`config.mk`:
```
export PLATFORM = sky130hd
export DESIGN_NAME = fetch_sequencer
export DESIGN_NICKNAME = d
export VERILOG_FILES = /design/src/rtl/fetch_pkg.sv /design/src/rtl/fetch_wait_timer.sv /design/src/rtl/fetch_sequencer.sv
export SDC_FILE = /design/constraint.sdc
export NUM_CORES = 1
export LEC_CHECK = 0
export CAP_MARGIN = 20
export CORE_MARGIN = 3
export CORE_UTILIZATION = 45
export CTS_CLUSTER_SIZE = 28
export DETAILED_ROUTE_END_ITERATION = 8
export HOLD_SLACK_MARGIN = 0.05
export PLACE_DENSITY = 0.79
export SLEW_MARGIN = 20
export SYNTH_ARGS = -nofsm -noshare
export SYNTH_HDL_FRONTEND = slang
export SYNTH_SLANG_ARGS = --single-unit
```
`constraint.sdc`:
```
create_clock -name CLK -period 1.9 [get_ports CLK]
set_input_delay 0.57 -clock CLK [delete_from_list [all_inputs] [get_ports CLK]]
set_output_delay 0.57 -clock CLK [all_outputs]
set_load 0.1 [all_outputs]
```
`src/rtl/fetch_pkg.sv`:
```
// Shared types and helpers for the instruction fetch sequencer.
package fetch_pkg;
  localparam int BYTE_W  = 8;
  localparam int WORD_W  = 16;
  localparam int LEN_W   = 2;
  localparam int LEN_MSB = 7;
  localparam int LEN_LSB = 6;

  typedef enum logic [2:0] {
    S_IDLE,
    S_LOAD,
    S_FETCH_OP,
    S_FETCH_LO,
    S_FETCH_HI,
    S_HOLD,
    S_ERROR
  } state_t;

  // Opcode bits [7:6]: 00 -> no operand, 01 -> one byte, 1x -> two bytes.
  function automatic logic [LEN_W-1:0] op_len_decode(input logic [BYTE_W-1:0] op);
    logic [1:0] f;
    f = op[LEN_MSB:LEN_LSB];
    return f[1] ? 2'd2 : {1'b0, f[0]};
  endfunction
endpackage

```
`src/rtl/fetch_wait_timer.sv`:
```
// Saturating count of consecutive not-ready memory cycles; flags when the limit is reached.
module fetch_wait_timer #(
  parameter int MAX = 7
) (
  input  logic clk,
  input  logic rst,
  input  logic clr,
  input  logic inc,
  output logic timeout
);
  localparam int CW = (MAX < 1) ? 1 : $clog2(MAX + 1);

  logic [CW-1:0] cnt;

  always_ff @(posedge clk) begin
    if (rst || clr)
      cnt <= '0;
    else if (inc && cnt != CW'(MAX))
      cnt <= cnt + 1'b1;
  end

  assign timeout = (cnt == CW'(MAX));
endmodule

```
`src/rtl/fetch_sequencer.sv`:
```
// Fetch control FSM: steps addrreg through opcode and operand bytes and hands the
// assembled instruction to the decoder with a valid/accept handshake.
module fetch_sequencer
  import fetch_pkg::*;
#(
  parameter int MEM_WAIT_MAX = 7
) (
  input  logic              CLK,
  input  logic              RST,
  input  logic              START,
  input  logic              JUMP,
  output logic              PC_LOAD_bar,
  output logic              PC_INC,
  output logic              PC_ASSERT_bar,
  output logic              MEM_RD,
  input  logic              MEM_READY,
  input  logic [BYTE_W-1:0] MEM_DATA,
  output logic              INSTR_VALID,
  input  logic              INSTR_ACCEPT,
  output logic [BYTE_W-1:0] OPCODE,
  output logic [WORD_W-1:0] OPERAND,
  output logic [LEN_W-1:0]  OP_LEN,
  output logic              BUSY,
  output logic              ERR
);
  state_t state, state_nxt;
  logic   fetching, timeout, wait_clr;

  assign fetching = (state == S_FETCH_OP) || (state == S_FETCH_LO) || (state == S_FETCH_HI);
  assign wait_clr = (state_nxt != state) || !fetching;

  fetch_wait_timer #(.MAX(MEM_WAIT_MAX)) u_wait (
    .clk     (CLK),
    .rst     (RST),
    .clr     (wait_clr),
    .inc     (fetching && !MEM_READY),
    .timeout (timeout)
  );

  always_ff @(posedge CLK) begin
    if (RST) begin
      state   <= S_IDLE;
      OPCODE  <= '0;
      OPERAND <= '0;
      OP_LEN  <= '0;
    end else begin
      state <= state_nxt;
      if (MEM_READY) begin
        case (state)
          S_FETCH_OP: begin
            OPCODE  <= MEM_DATA;
            OPERAND <= '0;
            OP_LEN  <= op_len_decode(MEM_DATA);
          end
          S_FETCH_LO: OPERAND[BYTE_W-1:0]      <= MEM_DATA;
          S_FETCH_HI: OPERAND[WORD_W-1:BYTE_W] <= MEM_DATA;
          default: ;
        endcase
      end
    end
  end

  // Address-register controls are forced inactive while RST is high so a reset
  // landing mid-fetch never bumps or reloads addrreg.
  always_comb begin
    state_nxt     = state;
    PC_LOAD_bar   = 1'b1;
    PC_INC        = 1'b0;
    PC_ASSERT_bar = 1'b1;
    MEM_RD        = 1'b0;
    INSTR_VALID   = (state == S_HOLD);
    BUSY          = (state != S_IDLE);
    ERR           = (state == S_ERROR);
    if (fetching && !RST) begin
      PC_ASSERT_bar = 1'b0;
      MEM_RD        = 1'b1;
      PC_INC        = MEM_READY;
    end
    if (state == S_LOAD && !RST)
      PC_LOAD_bar = 1'b0;
    case (state)
      S_IDLE:
        if (JUMP)       state_nxt = S_LOAD;
        else if (START) state_nxt = S_FETCH_OP;
      S_LOAD:
        state_nxt = S_IDLE;
      S_FETCH_OP:
        if (MEM_READY)    state_nxt = (op_len_decode(MEM_DATA) != 2'd0) ? S_FETCH_LO : S_HOLD;
        else if (timeout) state_nxt = S_ERROR;
      S_FETCH_LO:
        if (MEM_READY)    state_nxt = (OP_LEN == 2'd2) ? S_FETCH_HI : S_HOLD;
        else if (timeout) state_nxt = S_ERROR;
      S_FETCH_HI:
        if (MEM_READY)    state_nxt = S_HOLD;
        else if (timeout) state_nxt = S_ERROR;
      S_HOLD:
        if (INSTR_ACCEPT) state_nxt = START ? S_FETCH_OP : S_IDLE;
      S_ERROR:
        state_nxt = S_ERROR;
      default:
        state_nxt = S_IDLE;
    endcase
  end
endmodule
```
-- Yosys cells after proc, flatten, opt, wreduce, memory -nomap -nowiden
Cells that the tools add are included.
- ROM bits: 0
- word-level logic and storage cells: 54
- memories: 0
- input bits: 14
- bits in writable memories: 0
- register bits: 32
- output and inout port bits: 33
- bits in latches: 0
- bitwise logic cells: 0
- multiplexer cells: 18
- divide/modulo/power cells: 0
- reductions and logical operators: 19
- multipliers: 0
- add/sub/neg operators: 1
- $lt $le $gt $ge: 0
- shift operators: 0
- equality and inequality tests: 10
- operators by type and width (operator ; count):
    case mux 8 bit (2 select lines) ; 2
    2-to-1 mux 3 bit ; 8
    case mux 3 bit (6 select lines) ; 1
    == test 3 bit (second input constant) ; 4
    == test 3 x 2 -> 1 bit (second input constant) ; 2
    AND reduction 2 bit ; 3
    nonzero test 2 bit ; 3
    2-to-1 mux 1 bit ; 5
    logical AND 1 bit ; 4
    logical OR 1 bit ; 4
    2-to-1 mux 2 bit ; 2
    adder 3 x 1 -> 3 bit (second input constant) ; 1
    == test 3 x 1 -> 1 bit (second input constant) ; 1
    zero test 1 bit ; 3
    zero test 3 bit ; 1
    != test 3 bit ; 1
    != test 3 bit (second input constant) ; 1
    nonzero test 3 bit ; 1
    == test 2 bit (second input constant) ; 1

-- Longest topological paths before layout
- depth after elaboration: 8
- depth in mapped cells: 6

-- Hierarchy
Synthesis repeated with hierarchy kept, for this count alone.
- cells, all modules: 161
- area total of the unflattened synthesis: 1362.6 µm²
- modules (own cells, without submodules) (module ; cells an instance ; instances ; area each (µm²) ; sequential area each (µm²)):
    fetch_sequencer ; 149 ; 1 ; 1219.9 ; 560.5
    fetch_wait_timer ; 12 ; 1 ; 142.6 ; 60.1

-- Worst setup path after synthesis
Ideal clock, no wire load.
- path type: reg2out
- from: register state[0]
- to: output port PC_ASSERT_bar
- arrival: 3.042 ns
- path slack: -1.712 ns
- buffers on the path: 1
- cell stages (with the launch flop): 6
- cell sequence: dfxtp_1 > buf_2 > nor3b_1 > nor2_1 > nor2_1 > inv_1
- cells in the longest elaborated chain, start to end: 5
- ends and longest elaborated chain (element ; line ; text):
    from (decl) ; fetch_sequencer.sv:26 ; state_t state, state_nxt;
    from (signal assigned) ; fetch_sequencer.sv:47 ; state <= state_nxt;
    == test 3 x 2 -> 1 bit ; fetch_sequencer.sv:29 ; assign fetching = (state == S_FETCH_OP) || (state == S_FETCH_LO) || (state == S_FETCH_HI);
    logical OR 1 bit ; fetch_sequencer.sv:29 ;
    logical OR 1 bit * ; fetch_sequencer.sv:29 ;
    logical AND 1 bit * ; fetch_sequencer.sv:74 ; if (fetching && !RST) begin
    2-to-1 mux 1 bit * ; fetch_sequencer.sv:74 ;
    to (decl) ; fetch_sequencer.sv:14 ; output logic PC_ASSERT_bar,
Every way passes the cells marked *; elsewhere a longest branch is shown, timed or not.

-- Worst setup path in the final report
- from: register state[2]
- to: output port PC_INC
- cells in the longest elaborated chain, start to end: 5
- ends and longest elaborated chain (element ; line ; text):
    == test 3 x 2 -> 1 bit ; fetch_sequencer.sv:29 ;
    logical OR 1 bit ; fetch_sequencer.sv:29 ;
    logical OR 1 bit * ; fetch_sequencer.sv:29 ;
    logical AND 1 bit * ; fetch_sequencer.sv:74 ;
    2-to-1 mux 1 bit * ; fetch_sequencer.sv:74 ;
    to (decl) ; fetch_sequencer.sv:13 ; output logic PC_INC,
Marked as above.

==> impl_results.md <==
* Final slew viol count at 0
* Critical path class: reg -> out
* Worst VDD drop at 0.6492 mV
* Port Buffers at 46
* Worst hold path type: reg -> reg
* CTS buffer count at 5
* Fin Clk Skew at 5.042 ps
* Final cell count without fillers at 280
* Synth Warn # at 0
* Failing checks: negative setup slack
* Endpoint class of the critical path: output pin
* Final WL at 4470 um
* Cells after DPL at 270
* Number of synthesized flops with an enable pin at 0
* Synth Flop Type: dfxtp_1
* Cells after Synth at between 150 and 200
* Synthesized cell area at 1436 um^2
* Post-synthesis cell type count at 42
* Fmax achieved at 0.4855 GHz
* Clk sinks at 31
* Die ar. at 3906 um^2
* Final GP Congestion at 0.7965
* Status: finished with violations
* # setup viols final at 6
* Avg Cell Area, Syn at 7.936 um^2
* Area grow syn2layout at 72.56%
* Core area at 2900 um^2
* Vias in the first global route at 1713
* Drt pass-1 iters at 4
* Vias per cell at 5.764
* Clock root buffer: clkbuf_4
* Largest net degree at the start of global routing at 30
* First-pass GRT wire length at roughly 7600 um
* Pwr Density at 652.0 nW/um^2
* RSZ-0062 raised after global routing: true
* I/O pins at 47
* Detail Route Antenna Nets at 0
* Std cell rows at 19
* CTS Hold Bufs at 0
* Initial antenna violation count at 0
* H-tree lvl count at 2
* Gr usage total at 0.2411
* Startpoint class of the critical path: register
* Crit path arrival time at 1490 ps
* Final hold vios at 0
* CTS tree: yes
* Vias at 1614
* Die Width at 62.50 um
* Synthesized flop and latch total at 31
* CP max FO at 5
* DRC Markers at 0
* Overflow after GRT at 0
* Final period util at 1.084
* Ant diodes at 0
* DRT iter0 DRCs at 81
* WP data required at 1330 ps
* Tightest Pin Transition at 356.7 ps
* WHS at 498.7 ps
* Clk Latency, worst-skew pair at 320 ps
* Mapped Nets at between 150 and 200
* Clock Pin Slew Worst Setup and Hold Paths at 90 ps
* Register area share after synthesis at 0.4321
* Min setup slack post-route at -159.8 ps
* Initial Util at 0.4953
* Async SR Flop Fraction at 0
* Relative slew slack at 0.7622
* Maxcap violations at 0
* Die Y at 62.50 um
* Dpl hpwl at roughly 3300 um
* Leak at 0.9465 nW
* Tmin final at 2060 ps
* Drt wl/cell at 15.96 um
* CTS Buffer Depth at 2
* Setup TNS Final at -667.6 ps
* Share of cells above drive strength 1 at 0.3445
* Final #Nets at 254
==> where the power goes <==
group	total [mW]	internal [mW]	leakage, nW	switching, mW
Clock	0.384	0.171	0.0341	0.213
Sequential	0.693	0.668	0.253	0.0254
Combinational	0.539	0.205	0.659	0.334
==> cell families (layout without fill, tap and decap cells) <==
family	after synthesis	after routing	synth area share
XOR/XNOR	1	1	0.006099
flip-flops	31	31	0.4321
AND/OR/NAND/NOR	83	83	0.2857
multiplexers	2	2	0.01394
adder cells (fa/ha/maj)	2	2	0.01742
buffers and inverters	18	75	0.05837
AO/OA/AOI/OAI	44	44	0.1864
==> final timing paths <==
kind / to / start / slack (ps) / cells past startpoint
worst min register to register: OPCODE[2] / OPCODE[2] / 500 / 2
worst min-delay path: OPCODE[2] / OPCODE[2] / 500 / 2
worst max register to register: u_wait.cnt[0] / u_wait.cnt[0] / 70 / 6
worst max-delay path: PC_INC / state[2] / -160 / 5
==> cells in the final DEF, fill, tap and decap left out, types with 2 or more instances in the layout <==
master	n
and2_1	2
ha_1	2
a21oi_1	28
dfxtp_4	3
nand4_1	8
dfxtp_1	27
o21ai_0	3
nor4_1	3
or2_2	2
and2_4	2
clkbuf_4	5
nor2_1	2
clkdlybuf4s50_1	11
buf_12	33
buf_4	16
nor2b_4	2
nor3_1	2
nand3_1	9
nor2b_1	3
nand2_1	37
buf_6	3
mux2i_1	2
==> synth_stat cells, types with 2 or more instances <==
cell type / instances / share of area
buf_2: 4 / 0.014
nand3_1: 9 / 0.031
nor2_1: 4 / 0.010
and3_1: 2 / 0.0087
buf_1: 2 / 0.0052
o21ai_0: 3 / 0.010
ha_1: 2 / 0.017
nor4_1: 3 / 0.013
a21oi_1: 28 / 0.098
dfxtp_1: 31 / 0.43
clkbuf_1: 7 / 0.018
or2_2: 2 / 0.0087
mux2i_1: 2 / 0.014
and2_1: 4 / 0.017
nor2b_1: 5 / 0.022
nor3_1: 2 / 0.0070
nand2_1: 37 / 0.097
nand4_1: 8 / 0.035
inv_1: 3 / 0.0078
==> state kept, by name (all words and copies together), names as in the netlist <==
name / count
u_wait.cnt: 3
OP_LEN: 1
OPERAND: 16
state: 3
OPCODE: 8
==> worst max-delay path, cell delays in order (launching register included) <==
cell and delay, ps:
dfxtp_4 390, nor3b_4 220, nor2_2 70, nor2_4 130, and2_4 170, buf_12 160
==> area by class of cell <==
class	instances	area, um^2
Clock inverter	1	5.005
Clock buffer	6	51.30
Tap cell	42	52.55
Multi-Input combinational cell	132	783.3
Timing Repair Buffer	65	938.4
Sequential cell	31	633.1
Inverter	3	15.01
Fill cell	159	421.7
==> repair_timing <==
item / CTS / global route
buffers inserted: 3 / 0
pin swaps: 2 / 2
resized for setup: 10 / 4
setup endpoints to repair: 7 / 8
endpoints found under the hold margin: 0 / 0
==> layer usage <==
layer  wire length [um]  up-vias  global-route usage  part of all wire
li1                   -      745                   -                 -
met4                127        0             0.09366             0.028
met2               2312       85              0.4368              0.52
met3                337       16             0.07914             0.075
met5                  0        -                   0                 0
met1               1693      768              0.2566              0.38
==> metrics by stage <==
step	util	setup WS, ps	power, mW	instance area, um^2
global route	0.8546	-241.6	1.685	2479
floorplan	-	-588.1	1.033	1498
global placement	0.8205	-282.8	1.219	2380
detailed placement	0.8205	-314.0	1.232	2380
CTS	0.8546	-165.5	1.619	2479
finish	0.8546	-159.8	1.616	2479
Note: power is estimated with default switching activity, not from simulation.
